<file path="config.mk">
export PLATFORM = sky130hd
export DESIGN_NAME = axi4_mul_responder
export DESIGN_NICKNAME = d
export VERILOG_FILES = /design/src/rtl/axi4_mul_responder.sv
export SDC_FILE = /design/constraint.sdc
export NUM_CORES = 1
export LEC_CHECK = 0
export ABC_AREA = 0
export CAP_MARGIN = 20
export CORE_MARGIN = 2
export CORE_UTILIZATION = 25
export DETAILED_ROUTE_END_ITERATION = 8
export GPL_ROUTABILITY_DRIVEN = 0
export PLACE_DENSITY = 0.47
export SLEW_MARGIN = 10
export SYNTH_ARGS = -nofsm -noshare
export SYNTH_HDL_FRONTEND = slang
export SYNTH_SLANG_ARGS = --single-unit
</file>
<file path="constraint.sdc">
create_clock -name clk -period 23.1 [get_ports clk]
set_input_delay 4.62 -clock clk [delete_from_list [all_inputs] [get_ports clk]]
set_output_delay 4.62 -clock clk [all_outputs]
set_load 0.01 [all_outputs]
</file>
<file path="src/rtl/axi4_mul_responder.sv">
// AXI4 responder for the multiplier operand/result link: burst-written operands,
// shift-add multiply, burst read-back. `AXI4_MUL_RADIX4_EN selects 2 bits/clk.
module axi4_mul_responder #(
    parameter int SZ  = 32,
    parameter int DSZ = 8,
    parameter int ASZ = 2
) (
    input  logic           clk,
    input  logic           _rst,
    input  logic [ASZ-1:0] awaddr,
    input  logic           awvalid,
    output logic           awready,
    input  logic [DSZ-1:0] wdata,
    input  logic           wvalid,
    output logic           wready,
    input  logic           wlast,
    output logic           bresp,
    output logic           bvalid,
    input  logic           bready,
    input  logic [ASZ-1:0] araddr,
    input  logic           arvalid,
    output logic           arready,
    output logic [DSZ-1:0] rdata,
    output logic           rvalid,
    input  logic           rready,
    output logic           rlast,
    output logic           rresp
);
    localparam int NB = SZ / DSZ;
    localparam int PB = 2 * NB;
    localparam int CW = $clog2(PB + 1);
`ifdef AXI4_MUL_RADIX4_EN
    localparam int ITERS = SZ / 2;
`else
    localparam int ITERS = SZ;
`endif
    localparam int IW = $clog2(ITERS + 1);
    localparam logic [CW-1:0] NB_C = CW'(NB);

    typedef enum logic [2:0] {
        IDLE, WDATA, WRESP, RWAIT, RDATA
    } state_t;

    state_t          state, state_nx;
    logic            rdy_q;
    logic [ASZ-1:0]  addr_q;
    logic [CW-1:0]   cnt, cnt_inc, last_idx;
    logic            err;
    logic [SZ-1:0]   shadow, op_a, op_b;
    logic [SZ-1:0]   next_a, next_b, mplier;
    logic [2*SZ-1:0] product, mcand, src;
    logic [IW-1:0]   iter;
    logic            busy, done;
    logic [1:0]      stat_q;
    logic            aw_hs, ar_hs, w_hs, b_hs, r_hs;
    logic            commit, rd_last;
    logic            is_a, is_b, is_p;

    assign aw_hs   = (state == IDLE) && rdy_q && awvalid;
    assign ar_hs   = (state == IDLE) && rdy_q && arvalid && !awvalid;
    assign w_hs    = (state == WDATA) && wvalid;
    assign b_hs    = (state == WRESP) && bready;
    assign r_hs    = (state == RDATA) && rready;
    assign commit  = b_hs && !err;
    assign cnt_inc = (cnt < NB_C) ? cnt + CW'(1) : cnt;
    assign is_a    = addr_q == ASZ'(0);
    assign is_b    = addr_q == ASZ'(1);
    assign is_p    = addr_q == ASZ'(2);
    assign next_a  = (commit && is_a) ? shadow : op_a;
    assign next_b  = (commit && is_b) ? shadow : op_b;

    always_comb begin
        last_idx = '0;
        src      = {{(2*SZ-2){1'b0}}, stat_q};
        unique case (1'b1)
            is_a: begin
                last_idx = CW'(NB - 1);
                src      = {{SZ{1'b0}}, op_a};
            end
            is_b: begin
                last_idx = CW'(NB - 1);
                src      = {{SZ{1'b0}}, op_b};
            end
            is_p: begin
                last_idx = CW'(PB - 1);
                src      = product;
            end
            default: ;
        endcase
    end

    assign rd_last = cnt == last_idx;

    always_comb begin
        state_nx = state;
        unique case (state)
            IDLE: begin
                if (aw_hs)
                    state_nx = WDATA;
                else if (ar_hs)
                    state_nx = (araddr == ASZ'(2) && busy)
                             ? RWAIT : RDATA;
            end
            WDATA: if (w_hs && wlast) state_nx = WRESP;
            WRESP: if (b_hs) state_nx = IDLE;
            RWAIT: if (!busy) state_nx = RDATA;
            RDATA: if (r_hs && rd_last) state_nx = IDLE;
            default: state_nx = IDLE;
        endcase
    end

    always_ff @(posedge clk or posedge _rst) begin
        if (_rst) state <= IDLE;
        else      state <= state_nx;
    end

    always_ff @(posedge clk or posedge _rst) begin
        if (_rst) begin
            rdy_q  <= 1'b0;
            addr_q <= '0;
            cnt    <= '0;
            err    <= 1'b0;
            shadow <= '0;
            stat_q <= '0;
        end else begin
            rdy_q <= state_nx == IDLE;
            if (aw_hs) begin
                addr_q <= awaddr;
                cnt    <= '0;
                err    <= awaddr > ASZ'(1);
            end
            if (ar_hs) begin
                addr_q <= araddr;
                cnt    <= '0;
                stat_q <= {busy, done};
            end
            if (w_hs) begin
                if (cnt < NB_C)
                    shadow[int'(cnt)*DSZ +: DSZ] <= wdata;
                else
                    err <= 1'b1;
                cnt <= cnt_inc;
                // short bursts are only detectable once wlast arrives
                if (wlast && cnt_inc != NB_C)
                    err <= 1'b1;
            end
            if (r_hs)
                cnt <= cnt + CW'(1);
        end
    end

    always_ff @(posedge clk or posedge _rst) begin
        if (_rst) begin
            op_a    <= '0;
            op_b    <= '0;
            product <= '0;
            mcand   <= '0;
            mplier  <= '0;
            iter    <= '0;
            busy    <= 1'b0;
            done    <= 1'b0;
        end else if (commit) begin
            op_a    <= next_a;
            op_b    <= next_b;
            product <= '0;
            mcand   <= {{SZ{1'b0}}, next_a};
            mplier  <= next_b;
            iter    <= '0;
            busy    <= 1'b1;
            done    <= 1'b0;
        end else if (busy) begin
`ifdef AXI4_MUL_RADIX4_EN
            product <= product
                     + (mplier[0] ? mcand : '0)
                     + (mplier[1] ? {mcand[2*SZ-2:0], 1'b0} : '0);
            mcand   <= {mcand[2*SZ-3:0], 2'b00};
            mplier  <= {2'b00, mplier[SZ-1:2]};
`else
            product <= product + (mplier[0] ? mcand : '0);
            mcand   <= {mcand[2*SZ-2:0], 1'b0};
            mplier  <= {1'b0, mplier[SZ-1:1]};
`endif
            iter <= iter + IW'(1);
            if (iter == IW'(ITERS - 1)) begin
                busy <= 1'b0;
                done <= 1'b1;
            end
        end
    end

    assign awready = rdy_q && (state == IDLE);
    // a pending write always wins the IDLE arbitration
    assign arready = rdy_q && (state == IDLE) && !awvalid;
    assign wready  = state == WDATA;
    assign bvalid  = state == WRESP;
    assign bresp   = bvalid && !err;
    assign rvalid  = state == RDATA;
    assign rresp   = rvalid;
    assign rlast   = rvalid && rd_last;
    assign rdata   = rvalid ? src[int'(cnt)*DSZ +: DSZ] : '0;

endmodule

</file>
==> results.md <==
GRT:
- The first global-routing pass estimated between 70000 and 80000 um of wire.
- Global routing finished with a remaining overflow of 0.
- The number of global-route vias before repair was 12431.
- The initial antenna violation count is 0.
- Entering global routing, the biggest net connects a little under 100 pins.
- The aggregate global-route resource usage is between 10 and 15%.

Logic synthesis:
- The proportion of netlist area held by the largest area contributor is a little over two fifths.
- Yosys printed 0 warnings.
- Yosys instantiated no cell more often than sky130_fd_sc_hd__dfrtp_1.
- The biggest area contributor in the post-synthesis netlist is sky130_fd_sc_hd__dfrtp_1.
- The count of different cell masters after synthesis is 75.
- The area of the mapped netlist is 16400 um^2.
- Yosys mapped a number of flops with a built-in enable equal to 0.
- Counting every net in the synthesized netlist gives about 1800.
- Sorting the synthesized cells by how often they occur yields 277 x sky130_fd_sc_hd__dfrtp_1, 170 x sky130_fd_sc_hd__nand2_1, 160 x sky130_fd_sc_hd__mux2i_1, 160 x sky130_fd_sc_hd__nor2_1, 136 x sky130_fd_sc_hd__o21ai_0.
- A synthesized cell averages 9.75 um^2.
- The commonest register cell after synthesis is sky130_fd_sc_hd__dfrtp_1.
- Sorting the synthesized cells by area gives the leading types as sky130_fd_sc_hd__dfrtp_1 42%, sky130_fd_sc_hd__mux2i_1 9.8%, sky130_fd_sc_hd__mux2_2 6.3%.
- The number of instances in the synthesized netlist is 1677.
- The share of synthesized flip-flops with an asynchronous set or reset is between 90% and 100%.
- The register bit count reported by yosys is 277.
- The portion of the post-synthesis area used by sequential elements is 42.4%.

CTS:
- At the later pin of the worst-skew pair, clock insertion delay measures 0.54 ns.
- The deepest clock path buffer count is 3.
- Clock tree synthesis inserted a total of 34 buffers.
- Clock tree synthesis found a total of between 200 and 300 sinks.
- Clock tree synthesis selected as its root buffer the cell sky130_fd_sc_hd__clkbuf_16.
- The post-CTS setup-driven buffer insertion count is 0.
- The clock input transition at the sequential cells of the worst setup and hold paths is 0.06 ns.
- The total number of H-tree levels is 2.
- The number of cells upsized or downsized after cts is 0.
- The clock tree from TritonCTS is yes.
- Hold repair after CTS inserted 0 buffers.

Floorplanning:
- In this run the horizontal extent of the chip is 260 um.
- After floorplanning, the core was sized to cover between 60000 and 70000 um^2.
- The vertical die dimension is about 260 um.
- The full die area is 67500 um^2.
- The effective utilization at floorplan is 25.3%.
- In this run the core area contains slightly above 90 standard-cell rows.
- The number of ports placed on the die boundary is 36.

STA:
- The number of endpoints with negative hold slack in the final report is 0.
- For the final database, setup skew stands at 0.0243 ns.
- The post-route clock period utilization is 45.3%.
- Setup repair after global routing left no endpoint under its margin.
- The number of endpoints failing setup at the final stage is 0.
- Static timing analysis puts the maximum clock frequency at 0.0956 GHz.
- The headroom to the max-slew limit is 24.8%.
- The total negative setup slack is 0 ns.
- At the pin with the least slew margin, the transition time is 1.13 ns.
- The clock period minus worst slack is 10.46 ns.
- The number of pins with negative max-slew slack in the final report is 0.

Routing:
- The residual DRC count is 0.
- In this run the remaining antenna-violating nets after routing total 0.
- The routed wire length per instance is 18.6 um.
- The vias after detailed routing is 12456.
- The first detailed-routing pass ran for 7 iterations.
- The final wirelength is ~47000 um.
- After detailed routing, the number of vias per cell comes to 4.88.
- For this block, the initial DRC count from the detailed router was 768.

Critical path:
- The nature of the critical path endpoint is an output pin.
- The worst setup path is of the input port to output pin kind.
- The longest individual stage delay on the worst path is 0.57 ns.
- The element type at the critical path start is an input port.
- The data required time at the worst endpoint is 18.48 ns.
- The worst register-to-register path begins at mplier[0].
- In this design, the critical path's most frequently occurring cell is sky130_fd_sc_hd__clkdlybuf4s50_1.
- Data on the critical path arrives at its endpoint at 5.84 ns.
- The start point of the critical path is awvalid.
- In this run the worst path has a maximum fanout of 4.
- The slowest library cell on the worst path is sky130_fd_sc_hd__clkdlybuf4s50_1.
- Traced cell by cell, the critical path runs through clkdlybuf4s50_1 -> nor2b_1 -> clkdlybuf4s50_1.

Cells and area:
- For this run, the share of the core covered by cells in the final layout is 29.0%.
- Compared with the post-synthesis result, the final layout area differs by 14.6%.
- The number of inserted diodes is 0.
- Cells with a size suffix above 1 make up 12.0% of the layout.
- The final layout net count is 1760.
- The count of placed standard cells in the final layout, fillers left out is 2553.

Place:
- Buffers placed on the I/O ports in this run total 35.
- The total placed cells including tap cells is approximately 2500.
- The HPWL reported at the end of detailed placement is about 33000 um.

Hold path:
- The worst hold path startpoint is stat_q[0].
- The min-delay analysis places its worst path in the category register to register.

Pwr:
- The worst-case vdd ir drop is approximately 0.055 mV.
- The leakage power of the design is 8.70 nW.
- The cell area power density is 109 nW/um^2.

Flow run:
- The number of max-capacitance violations reported is 0.

Run status:
- The run finished with clean final reports.
-- cell type report --
class                           instances  area, um^2
Fill cell                            6795       45800
Clock inverter                         11         105
Multi-Input combinational cell       1276        8950
Tap cell                              855        1070
Sequential cell                       277        6940
Timing Repair Buffer                   54         517
Inverter                               29         116
Clock buffer                           51        1050
-- registers in the layout (all words and copies together) (netlist names) --
register,flops
done,1
op_a,32
mcand,64
cnt,4
iter,6
rdy_q,1
shadow,32
busy,1
state,3
err,1
op_b,32
stat_q,2
addr_q,2
mplier,32
product,64
-- logic make-up after synthesis --
group           Yosys count  synth area share [%]
fa+ha+maj                68                  5.25
compound gates          376                  13.9
xor+xnor                 53                  2.84
mux                     268                  18.4
flops                   277                  42.4
buf+inv                 124                  2.92
simple gates            511                  14.3
-- report_power, final --
part | switching [mW] | internal [mW]
combinational | 0.418 | 0.306
sequential | 0.150 | 0.613
clock | 0.223 | 0.327
-- metal layers --
metal  track usage, %  routed length [um]  up-vias
met5                0                   0        -
met4             4.04                1140        0
met3             2.21                2080       73
met2             21.7               20900      256
met1             20.3               23300     6158
li1                 -                   -     5969
-- stage by stage --
stage / instance area, um^2 / hold WS [ns] / power (mW) / setup WS [ns]
final: 18700 / 0.490 / 2.04 / 12.64
after global routing: 18700 / 0.515 / 2.17 / 12.59
after CTS: 18700 / 0.493 / 2.06 / 12.64
after detailed placement: 17600 / 0.479 / 1.49 / 12.65
after global placement: 17500 / 0.468 / 1.47 / 12.59
after floorplan: 16400 / 0.439 / 1.26 / 10.84
-- worst max-delay path, delay by kind of cell --
family	cells	cell delay [ns]
AND/OR/NAND/NOR	1	0.19
buffers and inverters	2	1.03
-- layout by cell type (no fill, tap or decap), drive strengths merged, types with 4 or more instances in the layout --
cell / instances
buf: 19
or3: 5
clkdlybuf4s50: 35
nor2: 160
nand2: 170
xor2: 16
o21ai: 138
clkinv: 6
nand2b: 7
clkbuf: 51
inv: 32
nand4: 16
nand3: 27
mux2: 92
o21a: 4
dfrtp: 277
a21o: 20
nor2b: 13
a31oi: 10
mux4: 16
and3: 8
ha: 67
a211oi: 15
o21bai: 21
a211o: 4
o31ai: 5
and2: 67
xnor2: 37
nor3: 21
o211ai: 10
mux2i: 160
a21oi: 113
-- final timing paths --
check,end,slack [ns],cells after the start
worst max register to register,product[58],18.39,15
worst min-delay path,stat_q[0],0.49,2
worst max-delay path,arready,12.64,3
min in group asynchronous,mcand[17],4.62,2
max in group asynchronous,shadow[9],17.19,3
worst min register to register,stat_q[0],0.49,2
Power figures use the tool's default switching activity.
